$ cat src/rtl/a0_trace_fifo.sv
// a0 change tracer: timestamps every change of the CPU a0 output into a FWFT FIFO
// drained over valid/ready, with sticky overflow and per-entry loss marking.
module a0_trace_fifo #(
    parameter int DATA_WIDTH = 32,
    parameter int DEPTH      = 16,
    parameter int TS_WIDTH   = 16
) (
    input  logic                     clk,
    input  logic                     rst,
    input  logic [DATA_WIDTH-1:0]    a0_in,
    input  logic                     capture_en,
    input  logic                     clear,
    output logic                     out_valid,
    input  logic                     out_ready,
    output logic [DATA_WIDTH-1:0]    out_data,
    output logic [TS_WIDTH-1:0]      out_ts,
    output logic                     out_lost,
    output logic [$clog2(DEPTH):0]   count,
    output logic                     overflow,
    output logic [7:0]               drop_cnt
);

    localparam int AW = $clog2(DEPTH);
    localparam logic [AW:0]   L_FULL    = (AW+1)'(DEPTH);
    localparam logic [AW-1:0] L_PTR_ONE = AW'(1);
    localparam logic [AW:0]   L_CNT_ONE = (AW+1)'(1);

    logic [DATA_WIDTH-1:0] r_mem_data [DEPTH];
    logic [TS_WIDTH-1:0]   r_mem_ts   [DEPTH];
    logic                  r_mem_lost [DEPTH];

    logic [AW-1:0]         r_rd_ptr;
    logic [AW-1:0]         r_wr_ptr;
    logic [AW:0]           r_count;
    logic                  r_overflow;
    logic [7:0]            r_drop_cnt;
    logic                  r_lost_pending;
    logic [TS_WIDTH-1:0]   r_ts;
    logic [DATA_WIDTH-1:0] r_a0_prev;

    logic w_change;
    logic w_pop;
    logic w_push;
    logic w_drop;
    logic w_valid;

    function automatic logic [7:0] sat_inc8(input logic [7:0] v);
        return (v == 8'hFF) ? v : v + 8'd1;
    endfunction

    assign w_valid  = (r_count != '0);
    assign w_change = capture_en && (a0_in != r_a0_prev);
    assign w_pop    = w_valid && out_ready;
    // A full FIFO still accepts a change when the head leaves in the same cycle.
    assign w_push   = w_change && ((r_count != L_FULL) || w_pop);
    assign w_drop   = w_change && !w_push;

    // Storage carries data only; occupancy decides what is visible, so no reset needed.
    always_ff @(posedge clk) begin
        if (w_push && !clear) begin
            r_mem_data[r_wr_ptr] <= a0_in;
            r_mem_ts[r_wr_ptr]   <= r_ts;
            r_mem_lost[r_wr_ptr] <= r_lost_pending;
        end
    end

    always_ff @(posedge clk or negedge rst) begin
        if (!rst) begin
            r_rd_ptr       <= '0;
            r_wr_ptr       <= '0;
            r_count        <= '0;
            r_overflow     <= 1'b0;
            r_drop_cnt     <= 8'd0;
            r_lost_pending <= 1'b0;
            r_ts           <= '0;
            r_a0_prev      <= '0;
        end else begin
            r_ts      <= r_ts + TS_WIDTH'(1);
            r_a0_prev <= a0_in;
            if (clear) begin
                r_rd_ptr       <= '0;
                r_wr_ptr       <= '0;
                r_count        <= '0;
                r_overflow     <= 1'b0;
                r_drop_cnt     <= 8'd0;
                r_lost_pending <= 1'b0;
            end else begin
                if (w_push) begin
                    r_wr_ptr       <= r_wr_ptr + L_PTR_ONE;
                    r_lost_pending <= 1'b0;
                end
                if (w_pop) begin
                    r_rd_ptr <= r_rd_ptr + L_PTR_ONE;
                end
                if (w_push && !w_pop) begin
                    r_count <= r_count + L_CNT_ONE;
                end else if (w_pop && !w_push) begin
                    r_count <= r_count - L_CNT_ONE;
                end
                if (w_drop) begin
                    r_lost_pending <= 1'b1;
                    r_overflow     <= 1'b1;
                    r_drop_cnt     <= sat_inc8(r_drop_cnt);
                end
            end
        end
    end

    assign out_valid = w_valid;
    assign out_data  = w_valid ? r_mem_data[r_rd_ptr] : '0;
    assign out_ts    = w_valid ? r_mem_ts[r_rd_ptr]   : '0;
    assign out_lost  = w_valid ? r_mem_lost[r_rd_ptr] : 1'b0;
    assign count     = r_count;
    assign overflow  = r_overflow;
    assign drop_cnt  = r_drop_cnt;

endmodule
$ cat config.mk
export PLATFORM = sky130hd
export DESIGN_NAME = a0_trace_fifo
export DESIGN_NICKNAME = d
export VERILOG_FILES = /design/src/rtl/a0_trace_fifo.sv
export SDC_FILE = /design/constraint.sdc
export NUM_CORES = 1
export LEC_CHECK = 0
export BUFFER_PORTS_ARGS = -buffer_cell sky130_fd_sc_hd__buf_2
export CAP_MARGIN = 15
export CELL_PAD_IN_SITES_DETAIL_PLACEMENT = 2
export CELL_PAD_IN_SITES_GLOBAL_PLACEMENT = 2
export CORE_ASPECT_RATIO = 0.9
export CORE_MARGIN = 5
export CORE_UTILIZATION = 49
export DETAILED_ROUTE_END_ITERATION = 12
export PLACE_DENSITY = 0.76
export SYNTH_ARGS = -nofsm -noshare
export SYNTH_HDL_FRONTEND = slang
export SYNTH_SLANG_ARGS = --single-unit
$ cat constraint.sdc
create_clock -name clk -period 9.7 [get_ports clk]
set_input_delay 0.485 -clock clk [delete_from_list [all_inputs] [get_ports clk]]
set_output_delay 0.485 -clock clk [all_outputs]
set_load 0.05 [all_outputs]
Yosys cells after proc, flatten, opt, wreduce, memory -nomap -nowiden

Memories as Yosys holds them, arrays and structs flattened.
Index checks and enable logic that the tools add are counted.
W data, S select, Z words.

Add/sub/neg operators: 6
Equality and inequality tests: 4
Multiplexer cells: 20
Reduce and logical (&&, ||, !) cells: 18

Operators by type and width:

| kind                    | count |
|---|---|
| $mux W32                | 1 |
| $ne A32 B32 Y1          | 1 |
| $mux W8                 | 3 |
| $add A16 B1 Y16 const B | 1 |
| $mux W16                | 1 |
| $mux W4                 | 4 |
| $mux W5                 | 3 |
| $add A4 B1 Y4 const B   | 2 |
| $add A8 B1 Y8 const B   | 1 |
| $eq A8 B8 Y1 const B    | 1 |
| $mux W1                 | 8 |
| $logic_and A1 B1 Y1     | 7 |
| $reduce_bool A2 Y1      | 3 |
| $reduce_bool A3 Y1      | 2 |
| $add A5 B1 Y5 const B   | 1 |
| $ne A5 B5 Y1 const B    | 1 |
| $reduce_bool A5 Y1      | 1 |
| $sub A5 B1 Y5 const B   | 1 |
| $logic_not A1 Y1        | 3 |
| $ne A2 B2 Y1 const B    | 1 |
| $reduce_and A2 Y1       | 1 |
| $logic_or A1 B1 Y1      | 1 |

Flip-flop bits (word level): 71
Memory bits (writable): 784
Bits of input ports: 37
Output and inout port bits: 64
Logic and storage cells: 59
Memories kept: 3

Memory list:

| name       | words | bits a word | read ports | clocked after memory_dff | wr ports | RTL line | text |
|---|---|---|---|---|---|---|---|
| r_mem_data | 16    | 32          | 1          | 0                        | 1        | 28       | `logic [DATA_WIDTH-1:0] r_mem_data [DEPTH];` |
| r_mem_ts   | 16    | 16          | 1          | 0                        | 1        | 29       | `logic [TS_WIDTH-1:0] r_mem_ts [DEPTH];` |
| r_mem_lost | 16    | 1           | 1          | 0                        | 1        | 30       | `logic r_mem_lost [DEPTH];` |

Logic depth before layout (Yosys ltp)

Depth after elaboration: 9
Gate-level depth with buffers: 13
Gate-level depth less buffers: 13

Worst setup path before layout

OpenSTA, ideal clock, no wires.

Path kind: reg-to-reg
From: reg r_count[0], in the netlist count[0]
To: mem r_mem_data[15][0], enable pin
Library setup time: 516 ps
Arrival time: 4766 ps
Data required time: 9184 ps
Setup slack: 4418 ps
Stages on the path, launching flop included: 6
Path buffers: 1
Period minus slack after synthesis: 5282 ps
Cells stage by stage: dfrtp_1 > nor4_1 > nand2_1 > o211ai_1 > buf_4 > nor3_1

Cells in the longest elaborated chain, start to end: 7
Elaborated cells on any way between the ends: 8
Those cells by class: 1 x eq/ne; 2 x mux; 5 x reduce/logical

Ends and longest elaborated chain:

| element                         | RTL line | text |
|---|---|---|
| start: declaration              | 34       | `logic [AW:0] r_count;` |
| start signal: assignment        | 96       | `r_count <= r_count + L_CNT_ONE;` |
| start signal: assignment        | 98       | `r_count <= r_count - L_CNT_ONE;` |
| $reduce_bool A5 Y1              | 51       | `assign w_valid = (r_count != '0);` |
| $logic_and A1 B1 Y1             | 53       | `assign w_pop = w_valid && out_ready;` |
| $logic_or A1 B1 Y1 *            | 55       | `assign w_push = w_change && ((r_count != L_FULL) \|\| w_pop);` |
| $logic_and A1 B1 Y1 *           | 55       |  |
| $logic_and A1 B1 Y1 *           | 60       | `if (w_push && !clear) begin` |
| $mux W1 *                       | 60       |  |
| $mux W1 (not written as such) * | 61       | `r_mem_data[r_wr_ptr] <= a0_in;` |
| end: declaration                | 28       |  |

Every way passes the cells marked *; elsewhere a longest branch is shown, timed or not.

Worst setup path after layout

From: reg r_rd_ptr[1]
To: out out_data[17]

Cells in the longest elaborated chain, start to end: 2

Ends and longest elaborated chain:

| element                  | RTL line | text |
|---|---|---|
| start: declaration       | 32       | `logic [AW-1:0] r_rd_ptr;` |
| start signal: assignment | 93       | `r_rd_ptr <= r_rd_ptr + L_PTR_ONE;` |
| $mem_v2 Z16 W32          | -        |  |
| $mux W32                 | 110      | `assign out_data = w_valid ? r_mem_data[r_rd_ptr] : '0;` |
| end: declaration         | 15       | `output logic [DATA_WIDTH-1:0] out_data,` |

Every way passes these cells.

==> flow_results.xml <==
<?xml version="1.0" encoding="UTF-8"?>
<metrics>
  <group name="critical_path">
    <metric name="critical_path_class" unit="">reg2out</metric>
    <metric name="worstSetupPathDepth" unit="">6</metric>
    <metric name="worstRegToRegCells" unit="">12</metric>
    <metric name="cp_slowest_stage_delay" unit="ns">0.93</metric>
    <metric name="crit_arrival" unit="ns">4.50</metric>
    <metric name="timing.critical_path.required" unit="ns">9.22</metric>
    <metric name="crit_path_top_delay_cell" unit="">sky130_fd_sc_hd__buf_4</metric>
    <metric name="setup_crit_start_kind" unit="">flop</metric>
    <metric name="cp_top_family" unit="">buffers and inverters</metric>
    <metric name="path_max_fanout" unit="">77</metric>
    <metric name="endpoint_kind" unit="">primary output</metric>
    <metric name="critical_path.cell_chain" unit="">buf_4, buf_4, mux4_2, mux4_2, nor2b_1, buf_2</metric>
    <metric name="cp_num_buf_inv" unit="">3</metric>
  </group>
  <group name="detailed_routing">
    <metric name="detailedRoute.firstPassIterationCount" unit="">5</metric>
    <metric name="detailedRoute.firstIterationViolations" unit="">2288</metric>
    <metric name="number_of_nets_with_antenna_violations_after_routing" unit="">0</metric>
    <metric name="route.vias.total" unit="">16600</metric>
    <metric name="drt_drc_violations_left" unit="">0</metric>
    <metric name="detail_route.wl_per_cell" unit="µm">41.7</metric>
    <metric name="postRouteWirelength" unit="µm">106000</metric>
    <metric name="route.detailed.vias_per_inst" unit="">6.55</metric>
  </group>
  <group name="timing">
    <metric name="final.setup_skew" unit="ns">0.0546</metric>
    <metric name="report.final.setup_viol" unit="">0</metric>
    <metric name="slew_viol_final" unit="">0</metric>
    <metric name="timing.slew.headroom" unit="%">0.308</metric>
    <metric name="final_hold_viol_count" unit="">0</metric>
    <metric name="rsz_0062_raised_after_global_routing" unit="">false</metric>
    <metric name="post-route-worst-setup-slack" unit="ns">4.71</metric>
    <metric name="timing_worst_slew_pin_value" unit="ns">1.50</metric>
    <metric name="max_freq" unit="GHz">0.201</metric>
    <metric name="timing.setup.tns" unit="ns">0</metric>
    <metric name="post-route-min-period" unit="ns">4.99</metric>
    <metric name="share_of_the_cycle_needed_by_the_critical_path_after_routing" unit="%">51.4</metric>
  </group>
  <group name="finish">
    <metric name="nNetsFinal" unit="">1640</metric>
    <metric name="drive_above_1_share" unit="%">31.2</metric>
    <metric name="areaGrowthSynthToFinish" unit="%">13.1</metric>
    <metric name="fillerInstances" unit="">5424</metric>
    <metric name="stdcell_count" unit="">2540</metric>
  </group>
  <group name="global_route">
    <metric name="overflow" unit="">0</metric>
    <metric name="global_route.usage.total" unit="%">29.1</metric>
    <metric name="antenna_found_initial" unit="">6</metric>
    <metric name="first_global_vias" unit="">18300</metric>
    <metric name="grt_start_max_net_pins" unit="">128</metric>
    <metric name="grt_pass1_wl" unit="µm">149000</metric>
  </group>
  <group name="die">
    <metric name="chipWidth" unit="µm">284</metric>
    <metric name="die_area" unit="mm²">0.0729</metric>
    <metric name="floorplan.core_area" unit="mm²">0.0670</metric>
    <metric name="initial_utilization" unit="%">49.4</metric>
    <metric name="placementRows" unit="">90</metric>
    <metric name="die-height" unit="µm">257</metric>
    <metric name="boundaryPins" unit="">101</metric>
  </group>
  <group name="clocking">
    <metric name="clock_tree.htree_level_count" unit="">3</metric>
    <metric name="clockRootBuffer" unit="">sky130_fd_sc_hd__clkbuf_16</metric>
    <metric name="tritoncts" unit="">built</metric>
    <metric name="cts.reportedPaths.clkPinSlew" unit="ns">0.07</metric>
    <metric name="hold_buffers" unit="">1</metric>
    <metric name="clock_sinks" unit="">855</metric>
    <metric name="post_cts_resize_count" unit="">0</metric>
    <metric name="clk_buf_depth" unit="">3</metric>
    <metric name="cts_setup_buffers" unit="">0</metric>
    <metric name="clock_insertion_delay_worst_skew" unit="ns">0.66</metric>
    <metric name="tritoncts_buffers" unit="">86</metric>
  </group>
  <group name="yosys">
    <metric name="async_reset_ff_share" unit="%">8.30</metric>
    <metric name="syn-cell-area" unit="mm²">0.0331</metric>
    <metric name="synthesis.instances" unit="">1451</metric>
    <metric name="postSynth.topFlopCell" unit="">sky130_fd_sc_hd__edfxtp_1</metric>
    <metric name="synth_sequential_area_ratio" unit="%">76.4</metric>
    <metric name="synth-seq-cells" unit="">855</metric>
    <metric name="yosysWarningCount" unit="">0</metric>
    <metric name="post_synth.cell_area_avg" unit="µm²">22.8</metric>
    <metric name="mappedNetlistNets" unit="">1500</metric>
    <metric name="synthDistinctLibCells" unit="">45</metric>
    <metric name="synth_edf_count" unit="">784</metric>
  </group>
  <group name="status">
    <metric name="run_status" unit="">completed</metric>
  </group>
  <group name="power">
    <metric name="leak_pwr" unit="nW">12.3</metric>
    <metric name="worst_ir_drop_vdd" unit="V">0.000254</metric>
    <metric name="power.density" unit="mW/mm²">263</metric>
  </group>
  <group name="placement">
    <metric name="detailedPlacementHpwl" unit="µm">52400</metric>
    <metric name="place.port_buffers" unit="">100</metric>
    <metric name="placement.setup.worst_slack" unit="ns">5.02</metric>
    <metric name="place.gp.congestion" unit="">0.726</metric>
    <metric name="post-place-cells" unit="">2376</metric>
  </group>
  <group name="worst_hold_path">
    <metric name="hold_path_depth" unit="">1</metric>
    <metric name="hp-class" unit="">in2reg</metric>
  </group>
  <group name="job">
    <metric name="max_cap_violations" unit="">0</metric>
  </group>
</metrics>
Yosys cell counts, types with 5 or more instances:
library cell	count	share of area [%]
sky130_fd_sc_hd__a21oi_1	7	0.11
sky130_fd_sc_hd__and2_1	14	0.26
sky130_fd_sc_hd__and3_1	9	0.17
sky130_fd_sc_hd__buf_1	8	0.091
sky130_fd_sc_hd__buf_2	10	0.15
sky130_fd_sc_hd__buf_4	11	0.25
sky130_fd_sc_hd__buf_6	5	0.17
sky130_fd_sc_hd__clkbuf_1	36	0.41
sky130_fd_sc_hd__dfrtp_1	71	5.4
sky130_fd_sc_hd__edfxtp_1	784	71
sky130_fd_sc_hd__ha_1	11	0.42
sky130_fd_sc_hd__inv_1	7	0.079
sky130_fd_sc_hd__mux2i_1	9	0.27
sky130_fd_sc_hd__mux4_2	245	17
sky130_fd_sc_hd__nand2_1	17	0.19
sky130_fd_sc_hd__nand3_1	14	0.21
sky130_fd_sc_hd__nand4_1	6	0.11
sky130_fd_sc_hd__nor2_1	16	0.18
sky130_fd_sc_hd__nor2b_1	57	1.1
sky130_fd_sc_hd__nor3_1	13	0.20
sky130_fd_sc_hd__nor4_1	9	0.17
sky130_fd_sc_hd__xnor2_1	13	0.34
sky130_fd_sc_hd__xor2_1	39	1.0
final cells by class:
| class | instances | area [µm²] | share of cell area, % |
|---|---|---|---|
| inverter | 7 | 26.3 | 0.0701 |
| antenna | 5 | 12.5 | 0.0334 |
| clock inverter | 34 | 344 | 0.918 |
| clock buffer | 124 | 2500 | 6.67 |
| timing repair buffer | 122 | 683 | 1.82 |
| sequential | 855 | 25300 | 67.6 |
| tap | 874 | 1090 | 2.92 |
| multi-input combinational | 519 | 7480 | 20.0 |
kinds of logic after synthesis:
kind of cell / share of synthesized area (%)
multiplexers: 17.0
AND/OR/NAND/NOR: 2.95
adder cells (fa/ha/maj): 0.476
AO/OA/AOI/OAI: 0.570
buffers and inverters: 1.15
XOR/XNOR: 1.38
flip-flops: 76.4
stage by stage:
step	utilization (%)	cell area, µm²	hold WS, ns	power (W)
CTS	55.9	37500	0.129	0.00991
global placement	51.6	34600	0.481	0.00631
detailed placement	51.6	34600	0.489	0.00639
floorplan	-	33100	0.189	0.00581
global route	55.9	37500	0.139	0.0102
finish	55.9	37500	0.164	0.00985
layout by cell type, fill, tap and decap left out, drive strengths merged, types with 17 or more instances in the layout:
cell type	instances
clkinv	25
edfxtp	784
nand2	17
nor2b	57
clkbuf	124
xor2	39
mux4	245
dfrtp	71
buf	121
nor2	17
sequential cells by signal, indices dropped and copies added, names as in the netlist, 5 cells and up:
name,count
r_mem_data,512
count,5
r_mem_lost,16
r_mem_ts,256
r_ts,16
r_a0_prev,32
drop_cnt,8
per-layer routing:
metal	wire, µm	track usage, %
met3	8200	6.70
met2	54100	48.7
met5	192	1.91
met1	41600	39.3
met4	1750	7.07
final timing paths:
path	startpoint	endpoint	slack [ns]
max	r_rd_ptr[1]	out_data[17]	4.71
min	a0_in[25]	r_a0_prev[25]	0.16
max reg2reg	r_a0_prev[20]	count[4]	5.21
min reg2reg	overflow	overflow	0.51
max in group asynchronous	rst	r_rd_ptr[1]	8.01
min in group asynchronous	rst	overflow	0.36
report_power, final:
| part | total, W | switching, W | internal [W] |
|---|---|---|---|
| combinational | 0.00221 | 0.00139 | 0.000815 |
| sequential | 0.00414 | 0.0000850 | 0.00405 |
| clock | 0.00350 | 0.00152 | 0.00198 |
| total | 0.00985 | 0.00300 | 0.00685 |
worst reg2reg max path, stage by stage (launching register included):
cell	delay, ns
sky130_fd_sc_hd__dfrtp_1	0.40
sky130_fd_sc_hd__xor2_1	0.17
sky130_fd_sc_hd__nor4_1	0.71
sky130_fd_sc_hd__nand4_1	0.73
sky130_fd_sc_hd__o21ai_2	0.62
sky130_fd_sc_hd__nor2_1	0.16
sky130_fd_sc_hd__nand2_1	0.24
sky130_fd_sc_hd__ha_1	0.32
sky130_fd_sc_hd__a21o_1	0.17
sky130_fd_sc_hd__a21oi_1	0.32
sky130_fd_sc_hd__mux2i_1	0.24
sky130_fd_sc_hd__o31a_1	0.17
sky130_fd_sc_hd__a31oi_1	0.08
Power figures use the tool's default switching activity.
